**src/rtl/jpeg_cone_pkg.sv**
```systemverilog
// Shared types and helpers for the pipelined JPEG majority/AOI cone block.
package jpeg_cone_pkg;

    localparam int CNT_W = 16;
    localparam int MAJ_W = 64;

    typedef enum logic {
        MODE_INV = 1'b0,
        MODE_XOR = 1'b1
    } cone_mode_e;

    // Bitwise 3-input majority; callers zero-extend narrower operands.
    function automatic logic [MAJ_W-1:0] maj3(
        input logic [MAJ_W-1:0] a,
        input logic [MAJ_W-1:0] b,
        input logic [MAJ_W-1:0] c
    );
        return (a & b) | (a & c) | (b & c);
    endfunction

endpackage

```
**src/rtl/jpeg_cone_stage.sv**
```systemverilog
// One elastic valid/ready register stage; ready is combinational from downstream.
module jpeg_cone_stage
    import jpeg_cone_pkg::*;
#(
    parameter int DW         = 9,
    parameter bit RESET_DATA = 1'b0
) (
    input  logic          clk,
    input  logic          rst,
    input  logic          s_valid,
    output logic          s_ready,
    input  logic [DW-1:0] s_data,
    output logic          m_valid,
    input  logic          m_ready,
    output logic [DW-1:0] m_data
);

    logic          valid_r;
    logic [DW-1:0] data_r;

    assign s_ready = ~valid_r | m_ready;
    assign m_valid = valid_r;
    assign m_data  = data_r;

    // Occupancy: reload from upstream whenever this stage can advance.
    always_ff @(posedge clk) begin
        if (rst) begin
            valid_r <= 1'b0;
        end else if (s_ready) begin
            valid_r <= s_valid;
        end
    end

    // Payload only captured on a real transfer, so idle X never enters.
    always_ff @(posedge clk) begin
        if (rst && RESET_DATA) begin
            data_r <= {DW{1'b0}};
        end else if (s_ready && s_valid) begin
            data_r <= s_data;
        end
    end

endmodule

```
**src/rtl/jpeg_cone_pipe.sv**
```systemverilog
// NCH parallel majority/AOI cones, optional OR-reduction, elastic output pipeline
// and a completed-transfer counter.
module jpeg_cone_pipe
    import jpeg_cone_pkg::*;
#(
    parameter int WIDTH       = 8,
    parameter int NCH         = 4,
    parameter int PIPE_STAGES = 2,
    parameter int REDUCE      = 1
) (
    input  logic                 clk,
    input  logic                 rst,
    input  logic                 in_valid,
    output logic                 in_ready,
    input  logic [NCH*WIDTH-1:0] a,
    input  logic [NCH*WIDTH-1:0] b,
    input  logic [NCH*WIDTH-1:0] c,
    input  logic [NCH*WIDTH-1:0] d,
    input  logic [NCH*WIDTH-1:0] e,
    input  logic [NCH*WIDTH-1:0] f,
    input  logic [NCH-1:0]       sel,
    output logic                 out_valid,
    input  logic                 out_ready,
    output logic [NCH*WIDTH-1:0] y,
    output logic                 y_any,
    output logic [CNT_W-1:0]     out_cnt
);

    localparam int DW = NCH*WIDTH + 1;

    logic [NCH*WIDTH-1:0] y_cone_s;
    logic                 y_any_s;
    logic                 valid_s [0:PIPE_STAGES];
    logic                 ready_s [0:PIPE_STAGES];
    logic [DW-1:0]        data_s  [0:PIPE_STAGES];
    logic [CNT_W-1:0]     out_cnt_r;

    for (genvar i = 0; i < NCH; i++) begin : g_ch
        logic [WIDTH-1:0] t0_s;
        logic [WIDTH-1:0] t1_s;
        logic [WIDTH-1:0] y_ch_s;

        assign t0_s = WIDTH'(maj3(MAJ_W'(a[i*WIDTH +: WIDTH]),
                                  MAJ_W'(b[i*WIDTH +: WIDTH]),
                                  MAJ_W'(c[i*WIDTH +: WIDTH])));
        assign t1_s = ~((t0_s & d[i*WIDTH +: WIDTH]) | e[i*WIDTH +: WIDTH]);

        // Per-channel output mode select.
        always_comb begin
            y_ch_s = ~t1_s;
            case (cone_mode_e'(sel[i]))
                MODE_XOR: y_ch_s = t1_s ^ f[i*WIDTH +: WIDTH];
                MODE_INV: y_ch_s = ~t1_s;
                default:  y_ch_s = ~t1_s;
            endcase
        end

        assign y_cone_s[i*WIDTH +: WIDTH] = y_ch_s;
    end

    // Summary bit is formed before stage 0 and travels with its data.
    if (REDUCE != 0) begin : g_reduce
        assign y_any_s = |y_cone_s;
    end else begin : g_no_reduce
        assign y_any_s = 1'b0;
    end

    assign valid_s[0]           = in_valid;
    assign data_s[0]            = {y_any_s, y_cone_s};
    assign ready_s[PIPE_STAGES] = out_ready;
    assign in_ready             = ready_s[0];

    for (genvar k = 0; k < PIPE_STAGES; k++) begin : g_stage
        jpeg_cone_stage #(
            .DW         (DW),
            .RESET_DATA ((k == PIPE_STAGES-1) ? 1'b1 : 1'b0)
        ) u_stage (
            .clk     (clk),
            .rst     (rst),
            .s_valid (valid_s[k]),
            .s_ready (ready_s[k]),
            .s_data  (data_s[k]),
            .m_valid (valid_s[k+1]),
            .m_ready (ready_s[k+1]),
            .m_data  (data_s[k+1])
        );
    end

    assign out_valid = valid_s[PIPE_STAGES];
    assign y         = data_s[PIPE_STAGES][DW-2:0];
    assign y_any     = data_s[PIPE_STAGES][DW-1];
    assign out_cnt   = out_cnt_r;

    // Completed output transfers; wraps silently.
    always_ff @(posedge clk) begin
        if (rst) begin
            out_cnt_r <= {CNT_W{1'b0}};
        end else if (out_valid && out_ready) begin
            out_cnt_r <= out_cnt_r + CNT_W'(1);
        end
    end

endmodule

```
**config.mk**
```make
export PLATFORM = sky130hd
export DESIGN_NAME = jpeg_cone_pipe
export DESIGN_NICKNAME = d
export VERILOG_FILES = /design/src/rtl/jpeg_cone_pkg.sv /design/src/rtl/jpeg_cone_stage.sv /design/src/rtl/jpeg_cone_pipe.sv
export SDC_FILE = /design/constraint.sdc
export NUM_CORES = 1
export LEC_CHECK = 0
export CAP_MARGIN = 20
export CORE_MARGIN = 4
export CORE_UTILIZATION = 43
export DETAILED_ROUTE_END_ITERATION = 6
export PLACE_DENSITY = 0.92
export REMOVE_ABC_BUFFERS = 1
export SLEW_MARGIN = 20
export SYNTH_ARGS = -nofsm -noshare
export SYNTH_HDL_FRONTEND = slang
export SYNTH_SLANG_ARGS = --single-unit
```
**constraint.sdc**
```tcl
create_clock -name clk -period 6.2 [get_ports clk]
set_input_delay 1.24 -clock clk [delete_from_list [all_inputs] [get_ports clk]]
set_output_delay 1.24 -clock clk [all_outputs]
set_load 0.01 [all_outputs]
```
# Yosys cells after proc, flatten, opt, wreduce, memory -nomap -nowiden
# Index checks and enable logic that the tools add are counted.
[totals]
regBits = 84
latch_bits = 0
ramBits = 0
mem_bits_ro = 0
in_bits = 200
output_inout_bits = 51
elab_cells = 62
mem_count = 0
[op_classes]
n_addsub = 1
multipliers = 0
div_mod_pow = 0
n_lt_le_gt_ge = 0
n_eq_ne = 0
shift = 0
mux = 4
bitwise = 48
n_reduce_logical = 4
[ops]
columns = ["op", "count"]
rows = [
  ["8-bit bitwise AND", 16],
  ["8-bit OR", 12],
  ["8-bit inverter", 8],
  ["8-bit one-hot mux with 2 select lines", 4],
  ["32-bit OR reduction", 1],
  ["8-bit bitwise XOR", 4],
  ["16-bit by 1-bit adder with 16-bit output, second input constant", 1],
  ["1-bit inverter", 6],
  ["1-bit logical AND", 3],
  ["1-bit OR", 2],
]

# Longest topological paths before layout
# Gate-level depths: netlist (run 1).
[logic_depth]
word_depth = 9
depth_mapped = 7
depth_no_buf = 7

# Hierarchy
# From an unflattened synthesis (run 1), not the netlist that was laid out.
[unflattened]
hier_cells = 508
hier_area_um2 = 5026.1
[modules_own_cells]
columns = ["mod", "n_inst", "cells_per_inst", "area_per_inst_um2", "seq_area_each_um2"]
rows = [
  ["jpeg_cone_pipe", 1, 315, 2358.5, 320.3],
  ["jpeg_cone_stage (g_stage[1].u_stage)", 1, 155, 1621.6, 680.7],
  ["jpeg_cone_stage (g_stage[0].u_stage)", 1, 38, 1046.0, 1011.0],
]

# Worst setup path before layout (run 1)
# OpenSTA, ideal clock, no wires.
[synth_path]
path_kind = "input to output"
start = "input port out_ready"
end = "output port in_ready"
t_arrival_ns = 1.579
t_required_ns = 4.960
path_slack_ns = 3.381
path_stages = 2
path_buffers = 0
cell_sequence = "nor2b_1 > nand2_1"
[synth_between]
elab_chain_len = 2
[synth_lines]
columns = ["element", "line_no", "source"]
rows = [
  ["from (decl)", "jpeg_cone_pipe.sv:23", "input logic out_ready,"],
  ["1-bit OR (2 in series)", "jpeg_cone_stage.sv:21", "assign s_ready = ~valid_r | m_ready;"],
  ["to (decl)", "jpeg_cone_pipe.sv:14", "output logic in_ready,"],
]
# No other way between the ends.

# Final worst setup path (run 1)
# Ends and elaborated chain as after synthesis.

==> impl_table.tex, run 1 <==
\begin{tabular}{lr}
\hline
Metric & Value \\
\hline
\multicolumn{2}{l}{\textbf{Placed design}} \\
\quad Half-perimeter wire length after placement & 11.8 mm \\
\quad Weighted congestion reported at the end of routability-driven placement & 0.815 \\
\quad Count of input and output buffers & 250 \\
\multicolumn{2}{l}{\textbf{Setup path}} \\
\quad Start point of the critical path & out\_ready \\
\quad Slack of the worst reg-to-reg path & 4.15 ns \\
\quad Worst reg2reg path endpoint & g\_stage[1].u\_stage.m\_data[15] \\
\quad Slowest Stage Delay on Critical Path & 0.51 ns \\
\quad Maximum net fanout on the critical path & 6 \\
\quad CP Launch Type & input pin \\
\quad Crit path capture type & output port \\
\quad Reg-to-reg startpoint & g\_stage[1].u\_stage.m\_valid \\
\quad Worst reg-to-reg path cell count & 5 \\
\quad CP Capture Point & in\_ready \\
\quad Data arrival, critical path & 2.71 ns \\
\quad CP most frequent cell & sky130\_fd\_sc\_hd\_\_clkdlybuf4s50\_1 \\
\quad Slowest-stage cell, CP & sky130\_fd\_sc\_hd\_\_clkdlybuf4s50\_1 \\
\quad Category of the most critical setup path & in2out \\
\quad Req. time, crit path & 4.96 ns \\
\quad Crit-path cells & clkdlybuf4s50\_1 > nor2b\_1 > nand2\_1 > clkdlybuf4s50\_1 \\
\multicolumn{2}{l}{\textbf{Floorplan}} \\
\quad Placement row count & 38 \\
\quad Area of the die & 0.0129 mm2 \\
\quad Starting Density & 0.440 \\
\quad Standard cell core area & 0.0109 mm2 \\
\quad Boundary Pins & 251 \\
\quad Die height & 114 um \\
\quad Floorplan die width & 114 um \\
\multicolumn{2}{l}{\textbf{Synthesis}} \\
\quad Register bit total from synthesis & 84 \\
\quad Count of distinct cell types in the synthesized netlist & 40 \\
\quad Count of warnings emitted by yosys & 0 \\
\quad Number of instances in the synthesized netlist & 537 \\
\quad Primary FF master, synth & sky130\_fd\_sc\_hd\_\_dfxtp\_1 \\
\quad Post-synth EDFFs & 33 \\
\quad Share of flip-flops with an asynchronous set or reset & 0 \\
\quad Cell area after technology mapping & 0.00479 mm2 \\
\quad Share of the yosys chip area belonging to registers & 0.420 \\
\quad Average cell area after synthesis & 8.92 um2 \\
\multicolumn{2}{l}{\textbf{Job}} \\
\quad Number of violations of the max-capacitance limit & 0 \\
\multicolumn{2}{l}{\textbf{Power and ir drop}} \\
\quad Internal power of the cells & 1.03 mW \\
\quad Worst VDD drop & 0.107 mV \\
\quad Switching part of the total power & 0.237 \\
\quad Leak & 2.48 nW \\
\quad Gate power share & 0.238 \\
\quad Share of total power in sequential cells & 0.461 \\
\quad Clock power frac & 0.301 \\
\quad PwrDens & 184 mW/mm2 \\
\quad Net Switching & 0.321 mW \\
\multicolumn{2}{l}{\textbf{Clock network}} \\
\quad Number of H-tree branching levels & 3 \\
\quad Buffers inserted by post-CTS timing repair & 0 \\
\quad TritonCTS clock tree & done \\
\quad Clock-pin slew on the worst setup and hold paths & 0.08 ns \\
\quad Post-CTS resize count & 0 \\
\quad CTS buffer count & 9 \\
\quad Sink Count & 84 \\
\quad Worst skew pair latency & 0.34 ns \\
\quad CTS Buffer Depth & 2 \\
\quad Hold\_buf cts & 0 \\
\quad Root Driver & sky130\_fd\_sc\_hd\_\_clkbuf\_8 \\
\multicolumn{2}{l}{\textbf{Route}} \\
\quad Initial drt markers & 190 \\
\quad Mean number of vias per cell & 5.16 \\
\quad Via count of the routed design & 4614 \\
\quad Antenna-violating nets left & 0 \\
\quad Wire length per cell after detailed routing & 15.9 um \\
\quad Final WL & 14.2 mm \\
\quad DRC viols & 0 \\
\quad Iteration count of the initial detailed-routing pass & 4 \\
\multicolumn{2}{l}{\textbf{Status}} \\
\quad Run status & complete, no violations \\
\multicolumn{2}{l}{\textbf{GRT}} \\
\quad Overall track demand over capacity in global routing & 0.210 \\
\quad Wire length of the first global-routing pass & 21.7 mm \\
\quad Number of global-route vias before repair & 4832 \\
\quad Pin count of the biggest net entering global routing & 52 \\
\quad Initial antenna violation count & 0 \\
\quad Total congestion overflow after global routing & 0 \\
\multicolumn{2}{l}{\textbf{Timing}} \\
\quad Slew @ Worst Pin & 0.922 ns \\
\quad Largest clock skew in the final design & 0.00912 ns \\
\quad Final number of hold-violating endpoints & 0 \\
\quad Sum Neg Setup Slack & 0 ns \\
\quad Final setup violation count & 0 \\
\quad Max Transition Viols Final & 0 \\
\quad Portion of the clock cycle consumed by the worst path in the final layout & 0.636 \\
\quad Max Fclk & 0.253 GHz \\
\quad Setup repair after global routing missed its margin & false \\
\quad Max-slew headroom at the worst pin & 0.385 \\
\quad Clock period minus final worst setup slack & 3.95 ns \\
\multicolumn{2}{l}{\textbf{Final layout}} \\
\quad Number of nets in the final layout & 951 \\
\quad Utilization of the core after routing & 0.678 \\
\quad Total inserted antenna cells & 0 \\
\quad Commonest non-fill, non-tap cell in the layout & sky130\_fd\_sc\_hd\_\_clkdlybuf4s50\_1 \\
\quad Commonest non-fill, non-tap cells in the layout & sky130\_fd\_sc\_hd\_\_clkdlybuf4s50\_1, sky130\_fd\_sc\_hd\_\_nand2\_1, sky130\_fd\_sc\_hd\_\_a21oi\_1 \\
\quad Share of final-layout standard cells stronger than drive strength 1 & 0.0344 \\
\quad Layout overhead on the synthesized area & 54.1\% \\
\multicolumn{2}{l}{\textbf{Worst hold path}} \\
\quad Class of the tightest hold or removal check & reg2reg \\
\quad Hold\_sp & g\_stage[1].u\_stage.m\_data[8] \\
\hline
\end{tabular}
## synth_stat cells (all sizes together), types with 4 or more instances
master	count	share of area
maj3	27	0.057
nor2b	38	0.050
a21boi	4	0.0063
nand3b	4	0.0063
nand2	101	0.079
xor2	10	0.018
a21oi	69	0.074
o21bai	4	0.0078
o21ai	21	0.022
dfxtp	51	0.21
a22oi	10	0.016
buf	33	0.051
a221o	10	0.021
xnor2	48	0.088
nor2	19	0.015
edfxtp	33	0.21
nand2b	5	0.0065
clkbuf	17	0.013
nand3	7	0.0073
## stage by stage
stage	setup slack, ns	cell area [um2]	std cells	power, mW	hold WS [ns]
after global placement	2.30	7170	879	0.944	0.443
after detailed placement	2.29	7170	879	0.959	0.445
after CTS	2.27	7380	895	1.36	0.457
after global routing	2.15	7380	895	1.41	0.476
after floorplan	3.38	4480	487	0.757	0.471
final	2.25	7380	895	1.36	0.458
## how the worst min path moves through the flow
| stage | cells past startpoint | slack (ns) | to |
|---|---|---|---|
| after floorplan | 2 | 0.47 | g_stage[1].u_stage.m_data[0] |
| after global placement | 2 | 0.44 | g_stage[1].u_stage.m_data[29] |
| after detailed placement | 2 | 0.45 | g_stage[1].u_stage.m_data[31] |
| after CTS | 2 | 0.46 | g_stage[1].u_stage.m_data[31] |
| after global routing | 2 | 0.48 | g_stage[1].u_stage.m_data[12] |
| final | 2 | 0.46 | g_stage[1].u_stage.m_data[8] |
## registers in the layout, indices dropped and copies added, names as in the netlist
| register | cells |
|---|---|
| g_stage.u_stage.m_data | 66 |
| out_cnt | 16 |
| g_stage.u_stage.m_valid | 2 |
## routing by layer
metal | GRT usage | part of all wire
met5 | 0 | 0
met4 | 0.0986 | 0.036
met3 | 0.0472 | 0.058
met2 | 0.426 | 0.56
met1 | 0.194 | 0.35
## power by group through the flow
stage	combinational, mW	clock (mW)	sequential [mW]
finish	0.322	0.408	0.625
global placement	0.309	0	0.636
global route	0.347	0.436	0.628
floorplan	0.116	0	0.641
detailed placement	0.322	0	0.637
CTS	0.323	0.415	0.625
## critical path, delay by kind of cell
family                 cells  cell delay [ns]
buffers and inverters      2             1.02
AND/OR/NAND/NOR            2             0.45
## final cells by class
cell class | count | area, um2
Tap cell | 140 | 175
Multi-Input combinational cell | 403 | 2470
Fill cell | 828 | 3510
Clock inverter | 5 | 76.3
Timing Repair Buffer | 252 | 2510
Clock buffer | 11 | 131
Sequential cell | 84 | 2010
## cells by family (layout without fill, tap and decap cells)
kind of cell / count (synthesis) / in the layout / synth area share
and+or+nand+nor: 194 / 194 / 0.193
AOI/OAI and AO/OA: 123 / 123 / 0.157
buffers and inverters: 50 / 268 / 0.0645
xor gates and xnor gates: 58 / 58 / 0.106
adders and majority gates: 28 / 28 / 0.0595
DFF: 84 / 84 / 0.420
No activity file was read; power rests on OpenSTA's default activity.
==> run 2: changes to the inputs <==
--- a/config.mk
+++ b/config.mk
@@ -7,9 +7,9 @@
 export LEC_CHECK = 0
 export CAP_MARGIN = 20
 export CORE_MARGIN = 4
-export CORE_UTILIZATION = 43
+export CORE_UTILIZATION = 40
 export DETAILED_ROUTE_END_ITERATION = 6
-export PLACE_DENSITY = 0.92
+export PLACE_DENSITY = 0.87
 export REMOVE_ABC_BUFFERS = 1
 export SLEW_MARGIN = 20
 export SYNTH_ARGS = -nofsm -noshare
==> constraint.sdc (replaced) <==
create_clock -name clk -period 4.1 [get_ports clk]
set_input_delay 0.82 -clock clk [delete_from_list [all_inputs] [get_ports clk]]
set_output_delay 0.82 -clock clk [all_outputs]
set_load 0.01 [all_outputs]
==> run 2 against run 1 <==
Against the previous run: sequential power up 51%; worst setup slack worse by 1.3 ns; register-to-register slack worse by 1.8 ns; final cell count up 0.34%; routed wire length down 1.5%; flip-flop and latch count unchanged; worst hold slack worse by 0.0068 ns; count of clock-buffer cells in the layout down 1; clock power up 77%; power up 59%; non-clock buffer count unchanged; critical path type unchanged.
==> impl_table.tex, run 2 (same netlist as run 1, synthesis figures left out) <==
\begin{tabular}{lr}
\hline
Metric & Value \\
\hline
\multicolumn{2}{l}{\textbf{Status}} \\
\quad Run status & complete, no violations (unchanged) \\
\multicolumn{2}{l}{\textbf{Clock network}} \\
\quad Root Driver & sky130\_fd\_sc\_hd\_\_clkbuf\_16 (was sky130\_fd\_sc\_hd\_\_clkbuf\_8) \\
\quad Sink Count & 84 (unchanged) \\
\quad Buffers inserted by post-CTS timing repair & 0 (unchanged) \\
\quad Worst skew pair latency & 0.32 ns (was 0.34 ns) \\
\quad Hold\_buf cts & 0 (unchanged) \\
\quad Post-CTS resize count & 0 (unchanged) \\
\quad CTS buffer count & 9 (unchanged) \\
\quad Number of H-tree branching levels & 3 (unchanged) \\
\quad Clock-pin slew on the worst setup and hold paths & 0.06 ns (was 0.08 ns) \\
\quad CTS Buffer Depth & 2 (unchanged) \\
\quad TritonCTS clock tree & done (unchanged) \\
\multicolumn{2}{l}{\textbf{Worst hold path}} \\
\quad Class of the tightest hold or removal check & reg2reg (unchanged) \\
\multicolumn{2}{l}{\textbf{Job}} \\
\quad Number of violations of the max-capacitance limit & 0 (unchanged) \\
\multicolumn{2}{l}{\textbf{GRT}} \\
\quad Wire length of the first global-routing pass & 22.4 mm (was 21.7 mm) \\
\quad Initial antenna violation count & 0 (unchanged) \\
\quad Total congestion overflow after global routing & 0 (unchanged) \\
\quad Number of global-route vias before repair & 4830 (was 4832) \\
\quad Pin count of the biggest net entering global routing & 52 (unchanged) \\
\quad Overall track demand over capacity in global routing & 0.196 (was 0.210) \\
\multicolumn{2}{l}{\textbf{Route}} \\
\quad Antenna-violating nets left & 0 (unchanged) \\
\quad Iteration count of the initial detailed-routing pass & 4 (unchanged) \\
\quad Final WL & 14.0 mm (was 14.2 mm) \\
\quad Initial drt markers & 179 (was 190) \\
\quad DRC viols & 0 (unchanged) \\
\quad Mean number of vias per cell & 5.05 (was 5.16) \\
\quad Via count of the routed design & 4537 (was 4614) \\
\quad Wire length per cell after detailed routing & 15.6 um (was 15.9 um) \\
\multicolumn{2}{l}{\textbf{Setup path}} \\
\quad Worst reg2reg path endpoint & g\_stage[0].u\_stage.m\_data[23] (was g\_stage[1].u\_stage.m\_data[15]) \\
\quad Category of the most critical setup path & in2out (unchanged) \\
\quad Crit path capture type & output port (unchanged) \\
\quad CP Launch Type & input pin (unchanged) \\
\quad Start point of the critical path & out\_ready (unchanged) \\
\quad Req. time, crit path & 3.28 ns (was 4.96 ns) \\
\quad Reg-to-reg startpoint & g\_stage[1].u\_stage.m\_valid (unchanged) \\
\quad CP Capture Point & in\_ready (unchanged) \\
\quad Worst reg-to-reg path cell count & 3 (was 5) \\
\quad Data arrival, critical path & 2.31 ns (was 2.71 ns) \\
\quad Maximum net fanout on the critical path & 6 (unchanged) \\
\quad Slack of the worst reg-to-reg path & 2.35 ns (was 4.15 ns) \\
\multicolumn{2}{l}{\textbf{Floorplan}} \\
\quad Boundary Pins & 251 (unchanged) \\
\quad Area of the die & 0.0138 mm2 (was 0.0129 mm2) \\
\quad Placement row count & 39 (was 38) \\
\quad Die height & 117 um (was 114 um) \\
\quad Standard cell core area & 0.0116 mm2 (was 0.0109 mm2) \\
\quad Starting Density & 0.414 (was 0.440) \\
\quad Floorplan die width & 117 um (was 114 um) \\
\multicolumn{2}{l}{\textbf{Timing}} \\
\quad Setup repair after global routing missed its margin & false (unchanged) \\
\quad Max Fclk & 0.319 GHz \\
\quad Sum Neg Setup Slack & 0 ns (unchanged) \\
\quad Max Transition Viols Final & 0 (unchanged) \\
\quad Portion of the clock cycle consumed by the worst path in the final layout & 0.764 \\
\quad Final setup violation count & 0 (unchanged) \\
\quad Largest clock skew in the final design & 0.00669 ns (was 0.00912 ns) \\
\quad Clock period minus final worst setup slack & 3.13 ns \\
\quad Max-slew headroom at the worst pin & 0.371 (was 0.385) \\
\quad Slew @ Worst Pin & 0.944 ns (was 0.922 ns) \\
\quad Final number of hold-violating endpoints & 0 (unchanged) \\
\multicolumn{2}{l}{\textbf{Final layout}} \\
\quad Utilization of the core after routing & 0.644 (was 0.678) \\
\quad Commonest non-fill, non-tap cells in the layout & sky130\_fd\_sc\_hd\_\_clkdlybuf4s50\_1, sky130\_fd\_sc\_hd\_\_nand2\_1, sky130\_fd\_sc\_hd\_\_a21oi\_1 (unchanged) \\
\quad Number of nets in the final layout & 951 (unchanged) \\
\quad Commonest non-fill, non-tap cell in the layout & sky130\_fd\_sc\_hd\_\_clkdlybuf4s50\_1 (unchanged) \\
\quad Share of final-layout standard cells stronger than drive strength 1 & 0.0358 (was 0.0344) \\
\quad Largest register FFs & 66 (unchanged) \\
\quad Total inserted antenna cells & 0 (unchanged) \\
\quad Final instance area & 0.00745 mm2 (was 0.00738 mm2) \\
\quad Layout overhead on the synthesized area & 55.5\% (was 54.1\%) \\
\multicolumn{2}{l}{\textbf{Placed design}} \\
\quad Count of input and output buffers & 250 (unchanged) \\
\quad Half-perimeter wire length after placement & 11.5 mm (was 11.8 mm) \\
\quad Area after detailed placement & 0.00718 mm2 (was 0.00717 mm2) \\
\quad Weighted congestion reported at the end of routability-driven placement & 0.853 (was 0.815) \\
\multicolumn{2}{l}{\textbf{Power and ir drop}} \\
\quad Worst VDD drop & 0.165 mV (was 0.107 mV) \\
\quad Leak & 2.51 nW (was 2.48 nW) \\
\quad PwrDens & 289 mW/mm2 (was 184 mW/mm2) \\
\hline
\end{tabular}
-- run 2: cell type report --
class | instances | area [um2]
clock buffers | 10 | 229
multi-input cells | 403 | 2480
repair buffers | 252 | 2510
fillers | 929 | 4110
flip-flops and latches | 84 | 2010
well taps | 143 | 179
clock inverters | 6 | 41.3
-- run 2: worst max-delay path, stage by stage --
cell and delay [ns]:
sky130_fd_sc_hd__clkdlybuf4s50_1 0.50, sky130_fd_sc_hd__nor2b_1 0.38, sky130_fd_sc_hd__nand2_1 0.11, sky130_fd_sc_hd__clkdlybuf4s50_1 0.50
-- run 2: stage by stage --
stage	cells	hold WS, ns	power [mW]	worst slack [ns]
final	898	0.451	2.15	0.967
after global routing	898	0.468	2.26	0.837
after CTS	898	0.454	2.18	0.981
after detailed placement	882	0.446	1.45	0.735
after global placement	882	0.442	1.43	0.782
after floorplan	487	0.471	1.14	1.70
-- run 2: where the power goes --
group          total (mW)  internal [mW]  leakage (nW)  switching, mW
clock               0.722          0.409         0.126          0.313
combinational       0.487          0.298          1.65          0.189
sequential          0.945          0.927         0.731         0.0186
total                2.15           1.63          2.51          0.521
-- run 2: worst min path at each step --
stage                                        from                            end  slack (ns)  cells after the start
floorplan            g_stage[0].u_stage.m_data[0]   g_stage[1].u_stage.m_data[0]        0.47                      2
global placement    g_stage[1].u_stage.m_data[10]  g_stage[1].u_stage.m_data[10]        0.44                      2
detailed placement  g_stage[1].u_stage.m_data[24]  g_stage[1].u_stage.m_data[24]        0.45                      2
CTS                 g_stage[1].u_stage.m_data[17]  g_stage[1].u_stage.m_data[17]        0.45                      2
global route        g_stage[1].u_stage.m_data[24]  g_stage[1].u_stage.m_data[24]        0.47                      2
finish               g_stage[1].u_stage.m_data[9]   g_stage[1].u_stage.m_data[9]        0.45                      2
-- run 2: routing by layer --
| metal | up-vias | share of wire | global-route usage |
|---|---|---|---|
| li1 | 2256 | - | - |
| met3 | 12 | 0.057 | 0.0428 |
| met4 | 0 | 0.012 | 0.0565 |
| met1 | 2111 | 0.38 | 0.205 |
| met5 | - | 0 | 0 |
| met2 | 158 | 0.55 | 0.389 |
==> run 3: changes to the inputs <==
--- a/config.mk
+++ b/config.mk
@@ -7,9 +7,9 @@
 export LEC_CHECK = 0
 export CAP_MARGIN = 20
 export CORE_MARGIN = 4
-export CORE_UTILIZATION = 40
+export CORE_UTILIZATION = 36
 export DETAILED_ROUTE_END_ITERATION = 6
-export PLACE_DENSITY = 0.87
+export PLACE_DENSITY = 0.83
 export REMOVE_ABC_BUFFERS = 1
 export SLEW_MARGIN = 20
 export SYNTH_ARGS = -nofsm -noshare
==> constraint.sdc (replaced) <==
create_clock -name clk -period 2.55 [get_ports clk]
set_input_delay 0.51 -clock clk [delete_from_list [all_inputs] [get_ports clk]]
set_output_delay 0.51 -clock clk [all_outputs]
set_load 0.01 [all_outputs]
==> run 3 against run 2 <==
Against the previous run: worst hold slack improved by 0.00074 ns; final cell count increased by 9.0%; count of clock-buffer cells in the layout increased by 3; highest routed layer unchanged.
==> impl_table.tex, run 3 (same netlist as run 1, synthesis figures left out) <==
\begin{tabular}{lr}
\hline
Metric & Value \\
\hline
\multicolumn{2}{l}{\textbf{Status}} \\
\quad Run status & complete, no violations (unchanged) \\
\multicolumn{2}{l}{\textbf{Route}} \\
\quad Antenna-violating nets left & 0 (unchanged) \\
\quad Via count of the routed design & 4681 (was 4537) \\
\quad Final WL & 13.8 mm (was 14.0 mm) \\
\quad Wire length per cell after detailed routing & 14.1 um (was 15.6 um) \\
\quad DRC viols & 0 (unchanged) \\
\quad Iteration count of the initial detailed-routing pass & 4 (unchanged) \\
\quad Mean number of vias per cell & 4.78 (was 5.05) \\
\quad Initial drt markers & 151 (was 179) \\
\multicolumn{2}{l}{\textbf{Final layout}} \\
\quad Number of nets in the final layout & 1003 (was 951) \\
\quad Layout overhead on the synthesized area & 66.4\% (was 55.5\%) \\
\quad Total inserted antenna cells & 0 (unchanged) \\
\quad Commonest non-fill, non-tap cell in the layout & sky130\_fd\_sc\_hd\_\_clkdlybuf4s50\_1 (unchanged) \\
\quad Commonest non-fill, non-tap cells in the layout & sky130\_fd\_sc\_hd\_\_clkdlybuf4s50\_1, sky130\_fd\_sc\_hd\_\_nand2\_1, sky130\_fd\_sc\_hd\_\_a21oi\_1 (unchanged) \\
\quad Final instance area & 0.00797 mm2 (was 0.00745 mm2) \\
\quad Largest register FFs & 66 (unchanged) \\
\quad Share of final-layout standard cells stronger than drive strength 1 & 0.102 (was 0.0358) \\
\multicolumn{2}{l}{\textbf{Power and ir drop}} \\
\quad Leak & 2.79 nW (was 2.51 nW) \\
\quad PwrDens & 463 mW/mm2 (was 289 mW/mm2) \\
\quad Worst VDD drop & 0.368 mV (was 0.165 mV) \\
\quad Overall power after layout & 3.69 mW (was 2.15 mW) \\
\multicolumn{2}{l}{\textbf{Floorplan}} \\
\quad Boundary Pins & 251 (unchanged) \\
\quad Standard cell core area & 0.0128 mm2 (was 0.0116 mm2) \\
\quad Die height & 123 um (was 117 um) \\
\quad Area of the die & 0.0152 mm2 (was 0.0138 mm2) \\
\quad Placement row count & 41 (was 39) \\
\quad Starting Density & 0.374 (was 0.414) \\
\quad Floorplan die width & 123 um (was 117 um) \\
\multicolumn{2}{l}{\textbf{Clock network}} \\
\quad CTS Buffer Depth & 2 (unchanged) \\
\quad Number of H-tree branching levels & 3 (unchanged) \\
\quad Clock-pin slew on the worst setup and hold paths & 0.06 ns (about the same) \\
\quad Sink Count & 84 (unchanged) \\
\quad CTS buffer count & 9 (unchanged) \\
\quad Root Driver & sky130\_fd\_sc\_hd\_\_clkbuf\_16 (unchanged) \\
\quad Worst skew pair latency & 0.32 ns (about the same) \\
\quad Buffers inserted by post-CTS timing repair & 0 (unchanged) \\
\quad TritonCTS clock tree & done (unchanged) \\
\multicolumn{2}{l}{\textbf{Timing}} \\
\quad Largest clock skew in the final design & 0.00935 ns (was 0.00669 ns) \\
\quad Max-slew headroom at the worst pin & 0.652 (was 0.371) \\
\quad Max Transition Viols Final & 0 (unchanged) \\
\quad Final setup violation count & 0 (unchanged) \\
\quad Setup repair after global routing missed its margin & false (unchanged) \\
\quad Portion of the clock cycle consumed by the worst path in the final layout & 0.941 \\
\quad Max Fclk & 0.417 GHz \\
\quad Slew @ Worst Pin & 0.518 ns (was 0.944 ns) \\
\quad Final number of hold-violating endpoints & 0 (unchanged) \\
\quad Clock period minus final worst setup slack & 2.40 ns \\
\multicolumn{2}{l}{\textbf{Worst hold path}} \\
\quad Sink of the worst hold path & g\_stage[1].u\_stage.m\_data[9] (unchanged) \\
\quad Hold-critical path depth & 2 (unchanged) \\
\quad Hold\_sp & g\_stage[1].u\_stage.m\_data[9] (unchanged) \\
\quad Class of the tightest hold or removal check & reg2reg (unchanged) \\
\multicolumn{2}{l}{\textbf{GRT}} \\
\quad Wire length of the first global-routing pass & 20.5 mm (was 22.4 mm) \\
\quad Pin count of the biggest net entering global routing & 34 (was 52) \\
\quad Total congestion overflow after global routing & 0 (unchanged) \\
\quad Overall track demand over capacity in global routing & 0.173 (was 0.196) \\
\quad Number of global-route vias before repair & 4466 (was 4830) \\
\quad Initial antenna violation count & 0 (unchanged) \\
\multicolumn{2}{l}{\textbf{Setup path}} \\
\quad CP Launch Type & input pin (unchanged) \\
\quad Req. time, crit path & 2.60 ns (was 3.28 ns) \\
\quad Worst reg-to-reg path cell count & 6 (was 3) \\
\quad Crit path capture type & register (was output port) \\
\quad Reg-to-reg startpoint & g\_stage[1].u\_stage.m\_valid (unchanged) \\
\quad Category of the most critical setup path & in2reg (was in2out) \\
\quad Slack of the worst reg-to-reg path & 0.92 ns (was 2.35 ns) \\
\quad Maximum net fanout on the critical path & 2 (was 6) \\
\quad Data arrival, critical path & 2.45 ns (was 2.31 ns) \\
\quad Worst reg2reg path endpoint & g\_stage[1].u\_stage.m\_data[16] (was g\_stage[0].u\_stage.m\_data[23]) \\
\quad Start point of the critical path & c[16] (was out\_ready) \\
\multicolumn{2}{l}{\textbf{Placed design}} \\
\quad Half-perimeter wire length after placement & 11.5 mm (about the same) \\
\quad Area after detailed placement & 0.00764 mm2 (was 0.00718 mm2) \\
\quad Count of input and output buffers & 250 (unchanged) \\
\quad Weighted congestion reported at the end of routability-driven placement & 0.757 (was 0.853) \\
\multicolumn{2}{l}{\textbf{Job}} \\
\quad Number of violations of the max-capacitance limit & 0 (unchanged) \\
\hline
\end{tabular}
## run 3: per-layer routing
metal	wire length, um	GRT usage	share of wire	vias to the layer above
met5	0	0	0	-
met4	146	0.0388	0.011	0
met3	973	0.0389	0.070	14
met2	7380	0.334	0.53	161
met1	5320	0.191	0.38	2137
li1	-	-	-	2369
## run 3: timing repair
| action | 4_1_cts | 5_1_grt |
|---|---|---|
| endpoints found under the setup margin | 1 | 1 |
| gates resized for setup | 1 | 5 |
| hold buffers | 0 | 0 |
## run 3: through the flow
stage	util	std cells	setup WS, ns	setup TNS, ns	hold WS [ns]
global placement	0.595	963	-0.276	-0.276	0.441
finish	0.621	979	0.151	0	0.452
floorplan	-	487	0.464	0	0.471
CTS	0.620	979	0.0116	0	0.455
global route	0.621	979	0.0443	0	0.470
detailed placement	0.595	963	-0.327	-0.327	0.447
## run 3: power by group
group,switching [mW],internal (mW)
Sequential,0.0281,1.49
Clock,0.495,0.820
Combinational,0.315,0.540
## run 3: worst max path at each step
stage,end,slack [ns]
4_1_cts,g_stage[0].u_stage.m_data[32],0.01
6_report,g_stage[0].u_stage.m_data[32],0.15
2_1_floorplan,g_stage[0].u_stage.m_data[32],0.46
5_1_grt,g_stage[0].u_stage.m_data[32],0.04
3_5_place_dp,g_stage[0].u_stage.m_data[32],-0.33
3_3_place_gp,g_stage[0].u_stage.m_data[32],-0.28
## run 3: area by class of cell
class                      instances  area (um2)
fill                            1112        4850
timing repair buffer             304        2930
multi-input combinational        403        2510
sequential                        84        2010
clock buffer                      13         262
tap                              172         215
clock inverter                     3        45.0
## run 3: worst max-delay path, stage by stage
cell and delay, ns:
sky130_fd_sc_hd__clkdlybuf4s50_1 0.41, sky130_fd_sc_hd__maj3_2 0.35, sky130_fd_sc_hd__a221o_1 0.35, sky130_fd_sc_hd__o21ai_0 0.10, sky130_fd_sc_hd__a22oi_1 0.18, sky130_fd_sc_hd__a2111oi_2 0.41, sky130_fd_sc_hd__nand4_1 0.14
